--- config.mk ---
export PLATFORM = sky130hd
export DESIGN_NAME = dither_trunc
export DESIGN_NICKNAME = d
export VERILOG_FILES = /design/src/rtl/dither_trunc.sv
export SDC_FILE = /design/constraint.sdc
export NUM_CORES = 1
export LEC_CHECK = 0
export ABC_AREA = 1
export BUFFER_PORTS_ARGS = -buffer_cell sky130_fd_sc_hd__buf_2
export CORE_MARGIN = 2
export CORE_UTILIZATION = 30
export CTS_CLUSTER_DIAMETER = 50
export DETAILED_ROUTE_END_ITERATION = 10
export HOLD_SLACK_MARGIN = 0.15
export PLACE_DENSITY = 0.6
export SETUP_SLACK_MARGIN = 0.2
export SLEW_MARGIN = 20
export SYNTH_ARGS = -nofsm -noshare
export SYNTH_HDL_FRONTEND = slang
export SYNTH_SLANG_ARGS = --single-unit
--- constraint.sdc ---
create_clock -name clk -period 1.6 [get_ports clk]
set_input_delay 0 -clock clk [delete_from_list [all_inputs] [get_ports clk]]
set_output_delay 0 -clock clk [all_outputs]
set_load 0.02 [all_outputs]
--- src/rtl/dither_trunc.sv ---
// dither_trunc
// Pixel-depth reduction stage. It takes one byte per accepted pixel from an
// 8-bit LFSR and adds the low DROP bits as dither noise, or adds a half-LSB
// when dither is off (round-half-up). The sum saturates to all ones on
// overflow and is then truncated from IN_W to OUT_W bits. The output side is
// a two-entry skid buffer (output register + skid register), so one pixel per
// clock is sustained and s_ready can be a register.
//
// Optional feature: define DITHER_SATCNT_EN to get the sat_count port and the
// per-frame saturated-pixel counter.
//
// Ports:
//   clk        rising-edge clock
//   reset_n    synchronous, active-low reset
//   dither_on  1: LFSR dither, 0: round-half-up (sampled per accepted beat)
//   rnd_q      current LFSR value
//   rnd_en     LFSR advance strobe, high for every accepted beat
//   s_valid / s_data / s_sof / s_eol / s_ready   input stream
//   m_valid / m_data / m_sof / m_eol / m_ready   output stream
//   sat_count  saturated-pixel count (DITHER_SATCNT_EN only)
//
// DROP = IN_W - OUT_W must lie in 1..8.
module dither_trunc #(
  parameter int IN_W  = 12,
  parameter int OUT_W = 8
) (
  input  logic             clk,
  input  logic             reset_n,
  input  logic             dither_on,
  input  logic [7:0]       rnd_q,
  output logic             rnd_en,
  input  logic             s_valid,
  input  logic [IN_W-1:0]  s_data,
  input  logic             s_sof,
  input  logic             s_eol,
  output logic             s_ready,
  output logic             m_valid,
  output logic [OUT_W-1:0] m_data,
  output logic             m_sof,
  output logic             m_eol,
  input  logic             m_ready
`ifdef DITHER_SATCNT_EN
  ,
  output logic [15:0]      sat_count
`endif
);

  localparam int DROP = IN_W - OUT_W;

  typedef enum logic [1:0] {
    ST_EMPTY = 2'd0,
    ST_ONE   = 2'd1,
    ST_TWO   = 2'd2
  } state_t;

  state_t           state_r;
  logic [OUT_W-1:0] skid_data_r;
  logic             skid_sof_r;
  logic             skid_eol_r;

  logic             accept_s;
  logic [IN_W:0]    addend_s;
  logic [IN_W:0]    sum_s;
  logic [OUT_W-1:0] new_data_s;
  logic             new_sat_s;
  logic             unused_s;

  assign accept_s = s_valid & s_ready;
  assign rnd_en   = accept_s;

  // Low sum bits are discarded by truncation and the upper LFSR bits are
  // never used as noise; fold them here so they are visibly intentional.
  assign unused_s = ^{rnd_q, sum_s[DROP-1:0], new_sat_s};

  // Dither/round, saturate and truncate the incoming pixel.
  always_comb begin
    addend_s = '0;
    if (dither_on) begin
      addend_s[DROP-1:0] = rnd_q[DROP-1:0];
    end else begin
      addend_s[DROP-1] = 1'b1;
    end
    sum_s     = {1'b0, s_data} + addend_s;
    new_sat_s = sum_s[IN_W];
    if (sum_s[IN_W]) begin
      new_data_s = '1;
    end else begin
      new_data_s = sum_s[IN_W-1:DROP];
    end
  end

  // Skid-buffer state machine with registered ready/valid and data.
  always_ff @(posedge clk) begin
    if (!reset_n) begin
      state_r     <= ST_EMPTY;
      s_ready     <= 1'b0;
      m_valid     <= 1'b0;
      m_data      <= '0;
      m_sof       <= 1'b0;
      m_eol       <= 1'b0;
      skid_data_r <= '0;
      skid_sof_r  <= 1'b0;
      skid_eol_r  <= 1'b0;
    end else begin
      case (state_r)
        ST_EMPTY: begin
          s_ready <= 1'b1;
          if (accept_s) begin
            m_data  <= new_data_s;
            m_sof   <= s_sof;
            m_eol   <= s_eol;
            m_valid <= 1'b1;
            state_r <= ST_ONE;
          end else begin
            state_r <= ST_EMPTY;
          end
        end
        ST_ONE: begin
          if (accept_s && !m_ready) begin
            // Output is stalled: park the new beat in the skid register and
            // close the input one cycle after m_ready dropped.
            skid_data_r <= new_data_s;
            skid_sof_r  <= s_sof;
            skid_eol_r  <= s_eol;
            s_ready     <= 1'b0;
            state_r     <= ST_TWO;
          end else if (accept_s) begin
            m_data  <= new_data_s;
            m_sof   <= s_sof;
            m_eol   <= s_eol;
            state_r <= ST_ONE;
          end else if (m_ready) begin
            m_valid <= 1'b0;
            state_r <= ST_EMPTY;
          end else begin
            state_r <= ST_ONE;
          end
        end
        ST_TWO: begin
          if (m_ready) begin
            m_data  <= skid_data_r;
            m_sof   <= skid_sof_r;
            m_eol   <= skid_eol_r;
            s_ready <= 1'b1;
            state_r <= ST_ONE;
          end else begin
            state_r <= ST_TWO;
          end
        end
        default: begin
          state_r <= ST_EMPTY;
          s_ready <= 1'b0;
          m_valid <= 1'b0;
        end
      endcase
    end
  end

`ifdef DITHER_SATCNT_EN
  logic [15:0] sat_cnt_r;

  // Saturated-beat counter; a start-of-frame beat restarts it.
  always_ff @(posedge clk) begin
    if (!reset_n) begin
      sat_cnt_r <= 16'd0;
    end else if (accept_s) begin
      if (s_sof) begin
        sat_cnt_r <= {15'd0, new_sat_s};
      end else if (new_sat_s && (sat_cnt_r != 16'hFFFF)) begin
        sat_cnt_r <= sat_cnt_r + 16'd1;
      end else begin
        sat_cnt_r <= sat_cnt_r;
      end
    end else begin
      sat_cnt_r <= sat_cnt_r;
    end
  end

  assign sat_count = sat_cnt_r;
`endif

endmodule

# Word-level counts from Yosys, hierarchy flattened
# Cells that the tools add are included.
# word_totals
inputBits,27
reg_bits,24
output_inout_bits,13
word_cells,57
# classes
n_addsub,1
reduce_logical,8
muxes,29
eq_ne,8
bitwise,2
# ops
operator,n
8-bit two-way mux,4
8-bit one-hot mux with 3 select lines,1
1-bit two-way mux,16
12-bit by 4-bit adder with 13-bit output,1
"2-bit inequality test, second input constant",6
1-bit one-hot mux with 3 select lines,4
2-bit one-hot mux with 3 select lines,1
5-bit AND reduction,1
2-bit two-way mux,2
2-bit AND reduction,2
3-bit two-way mux,1
3-bit AND reduction,1
3-bit nonzero test,1
"2-bit by 1-bit == test with 1-bit output, second input constant",1
"2-bit == test, second input constant",1
2-bit logical NOT,1
1-bit AND,1
1-bit logical AND,1
1-bit logical NOT,1
1-bit NOT,1

# Logic depth before layout (Yosys ltp)
# depth
word_depth,6
mapped_depth,13
depth_no_buf,13

# Least setup slack after synthesis
# OpenSTA, ideal clock, no wires.
# synth_timing
kind,register to register
startpoint,register s_ready
endpoint,register m_data[1]
t_required_ps,1482
path_buffers,1
t_arrival_ps,1571
slack_ps,-89
setup_ps,118
stages_incl_launch_ff,12
period_less_slack_ps,1689
path_cell_list,dfxtp_1 > nand2_1 > inv_1 > ha_1 > nand2_1 > nand2_1 > inv_2 > o21ai_4 > inv_4 > buf_6 > o21ai_1 > a21oi_1
# synth_via
elab_chain_cells,4
word_cells_on_any_way,7
classes_between,1 x eq/ne; 3 x mux; 1 x bitwise; 2 x reduce/logical
# synth_rtl
element,line_no,rtl
start: declaration,36,"output logic s_ready,"
start signal: assignment,96,s_ready <= 1'b0;
start signal: assignment,107,s_ready <= 1'b1;
start signal: assignment,125,s_ready <= 1'b0;
1-bit AND *,68,assign accept_s = s_valid & s_ready;
via rnd_en,31,"output logic rnd_en,"
8-bit two-way mux or 1-bit logical AND (tied branches),--,
8-bit two-way mux or 2-bit inequality test (tied branches),--,
8-bit one-hot mux with 3 select lines or 3-bit AND reduction (tied branches),--,
end signal: assignment,109,m_data <= new_data_s;
end signal: assignment,128,m_data <= new_data_s;
end signal: assignment,141,m_data <= skid_data_r;
end: declaration,38,"output logic [OUT_W-1:0] m_data,"
# Mark *: on every way through the listed nets, which the timed path passes. The rest lies on a longest branch. The select of a mux whose other input is x is not followed.
# A chain may end at the register's enable or synchronous reset.

# Worst setup path in the final report
# layout_timing
startpoint,register s_ready
endpoint,register m_data[4]
# layout_via
elab_chain_cells,4
word_cells_on_any_way,7
classes_between,1 x eq/ne; 3 x mux; 1 x bitwise; 2 x reduce/logical
# layout_rtl
element,line_no
1-bit AND *,68
8-bit two-way mux or 1-bit logical AND (tied branches),--
8-bit two-way mux or 2-bit inequality test (tied branches),--
8-bit one-hot mux with 3 select lines or 3-bit AND reduction (tied branches),--
# Every way passes the cells marked *; elsewhere a longest branch is shown, timed or not. The select of a mux whose other input is x is not followed.

==> impl_metrics.tcl <==
set metrics [dict create \
    wirelength_mm 3.881 \
    ant_nets 0 \
    worstSetupPathType "register to register" \
    regArea_um2 489.2 \
    finalSetupViolations 0 \
    h-tree-depth 1 \
    antenna_cells 0 \
    vias 1601 \
    hold_violations 0 \
    relSlewSlack_pct 74.80 \
    drive_above_1_share_pct 30.99 \
    tritoncts "built" \
    start_util_pct 30.75 \
    synth_area_leaders "dfxtp_1, nand2_1, inv_1" \
    finalNetCount 316 \
    power_leakage_nw 1.099 \
    path_clk_slew_ps 90 \
    clock_latency_ps 270 \
    die_h_um 73.35 \
    start_kind "register" \
    antenna_found_initial 0 \
    routabilityCongestion 0.8020 \
    fp-row-count 25 \
    viasPerCell 4.737 \
    firstDrtPassIters 4 \
    syn_area_per_cell_um2 6.300 \
    rsz0062_at_grt "yes" \
    synth_edf_count 0 \
    core_area_um2 4692 \
    status "finished clean" \
    cts.path.max_buffers 2 \
    power_mw 1.493 \
    synth_cells 229 \
    finClkSkew_ps 4.918 \
    cts_sinks 24 \
    instances_no_fill 338 \
    async_reset_ff_share_pct 0 \
    synth_cell_types 24 \
    grt_pass1_vias 1442 \
    place_hpwl_mm 2.606 \
    cts_buffers 3 \
    power_density_nw_per_um2 716.5 \
    grt_max_degree 20 \
    multi_input_area_um2 890.9 \
    period_needed_ps 1457 \
    yosysTopAreaCell "dfxtp_1" \
    drt_iter0_markers 77 \
    num_io_pins 40 \
    numPlacedInstances 314 \
    clockRootBuffer "clkbuf_8" \
    end_kind "register" \
    grt_pass1_wl_mm 6.368 \
    required_ps 1770 \
    synth_ff_type "dfxtp_1" \
    dieWidth_um 73.35 \
    drc 0 \
    syn_to_final_growth_pct 44.41 \
    fin_crit_sh_pct 91.05 \
    ir_drop_v 0.0004052 \
    synth_nets 260 \
    max_freq_mhz 686.4 \
    wl_per_cell_um 11.48 \
    cap_violations 0 \
    crit_path_max_fanout 4 \
    synth-seq-cells 24 \
    fill_cells 482 \
    setup_tns_ps 0 \
    tightest_slew_ps 378.0 \
    finalMaxSlewViolations 0 \
    grtUsageTotal_pct 14.86 \
    synth_seq_area_share_pct 33.30 \
    cp.arrival_ps 1630 \
    synth_top_area_share_pct 33.30 \
    hold_class "input port to register" \
    io_buffers 35 \
    die_area_um2 5379 \
    netlist_area_um2 1443 \
    synth_warnings 0 \
    synth_most_common_cell "nand2_1" \
    netlist_top_cells_count "nand2_1, inv_1, dfxtp_1" \
    overflow 0 \
]
[routing by layer]
metal,vias up,track usage [%],wire (µm)
met1,721,18.95,1817
met2,24,26.03,1931
met5,-,0,0
met4,0,2.626,17
li1,853,-,-
met3,3,3.155,115
[through the flow]
step,hold WS [ps],worst slack [ps],util (%),cell area (µm²)
2_1_floorplan,109.5,202.8,-,1471
3_3_place_gp,271.1,104.5,36.24,1700
3_5_place_dp,272.9,109.3,36.24,1700
4_1_cts,175.5,172.8,42.56,1997
5_1_grt,210.4,84.49,44.40,2083
6_report,166.7,143.1,44.40,2083
[critical path, cell delays in order, from the launching register on]
cell and delay (ps):
dfxtp_4 360, nand2_4 80, clkinv_4 60, ha_4 160
nand2_4 60, nand2_2 50, inv_2 70, o21ai_4 100
buf_12 140, buf_16 120, a21oi_4 110, a21oi_2 60
[layout by cell type, fill, tap and decap left out]
cell type / instances
a21oi_1: 14
a21oi_2: 7
a21oi_4: 1
a221oi_1: 1
a31oi_1: 3
buf_12: 2
buf_16: 1
buf_2: 35
buf_4: 11
buf_6: 1
clkbuf_16: 1
clkbuf_8: 3
clkinv_4: 1
clkinv_8: 1
clkinvlp_4: 1
dfxtp_1: 21
dfxtp_2: 1
dfxtp_4: 2
dlygate4sd3_1: 7
ha_1: 3
ha_4: 1
inv_1: 31
inv_2: 2
inv_4: 1
nand2_1: 57
nand2_2: 3
nand2_4: 2
nand3_1: 18
nand4_1: 3
nor2_1: 19
nor2_4: 2
nor3_1: 2
o2111ai_1: 1
o21ai_0: 9
o21ai_1: 3
o21ai_2: 8
o21ai_4: 1
o21bai_1: 3
o31ai_1: 1
[registers in the layout (all words and copies together), names as in the netlist]
| signal | cells |
|---|---|
| skid_sof_r | 1 |
| skid_eol_r | 1 |
| m_data | 8 |
| m_valid | 1 |
| skid_data_r | 8 |
| m_eol | 1 |
| s_ready | 1 |
| m_sof | 1 |
| state_r | 2 |
[path summary, 6_finish.rpt]
check	startpoint	to	slack [ps]	cells after the start
worst max-delay path	s_ready	m_data[4]	140	11
worst min-delay path	s_data[10]	skid_data_r[6]	170	5
worst max register to register	s_ready	m_data[4]	140	11
worst min register to register	skid_eol_r	skid_eol_r	470	2
[what timing repair did]
item	4_1_cts	5_1_grt
buffers inserted	8	3
endpoints found under the hold margin	19	0
hold buffers	7	0
resized for setup	14	21
setup endpoints to repair	13	11
pin swaps	10	6
cloned	2	0
[layout make-up]
cell class | instances | share of cell area (%)
sequential | 24 | 23.48
timing repair inverter | 1 | 0.3604
multi-input combinational | 162 | 42.76
clock buffer | 4 | 3.183
inverter | 36 | 7.447
timing repair buffer | 57 | 19.52
tap | 54 | 3.243
[report_power, final]
group          total [mW]  internal [mW]  switching, mW
logic               0.371          0.161          0.210
registers           0.647          0.626         0.0206
clock network       0.475          0.272          0.203
[kinds of logic (layout without fill, tap and decap cells)]
group,count (synthesis),count (layout),synth area share (%)
AOI/OAI and AO/OA,52,52,20.82
adders and majority gates,4,4,3.469
buffers and inverters,43,98,12.06
DFF,24,24,33.30
and+or+nand+nor,106,106,30.36
Power figures use the tool's default switching activity.
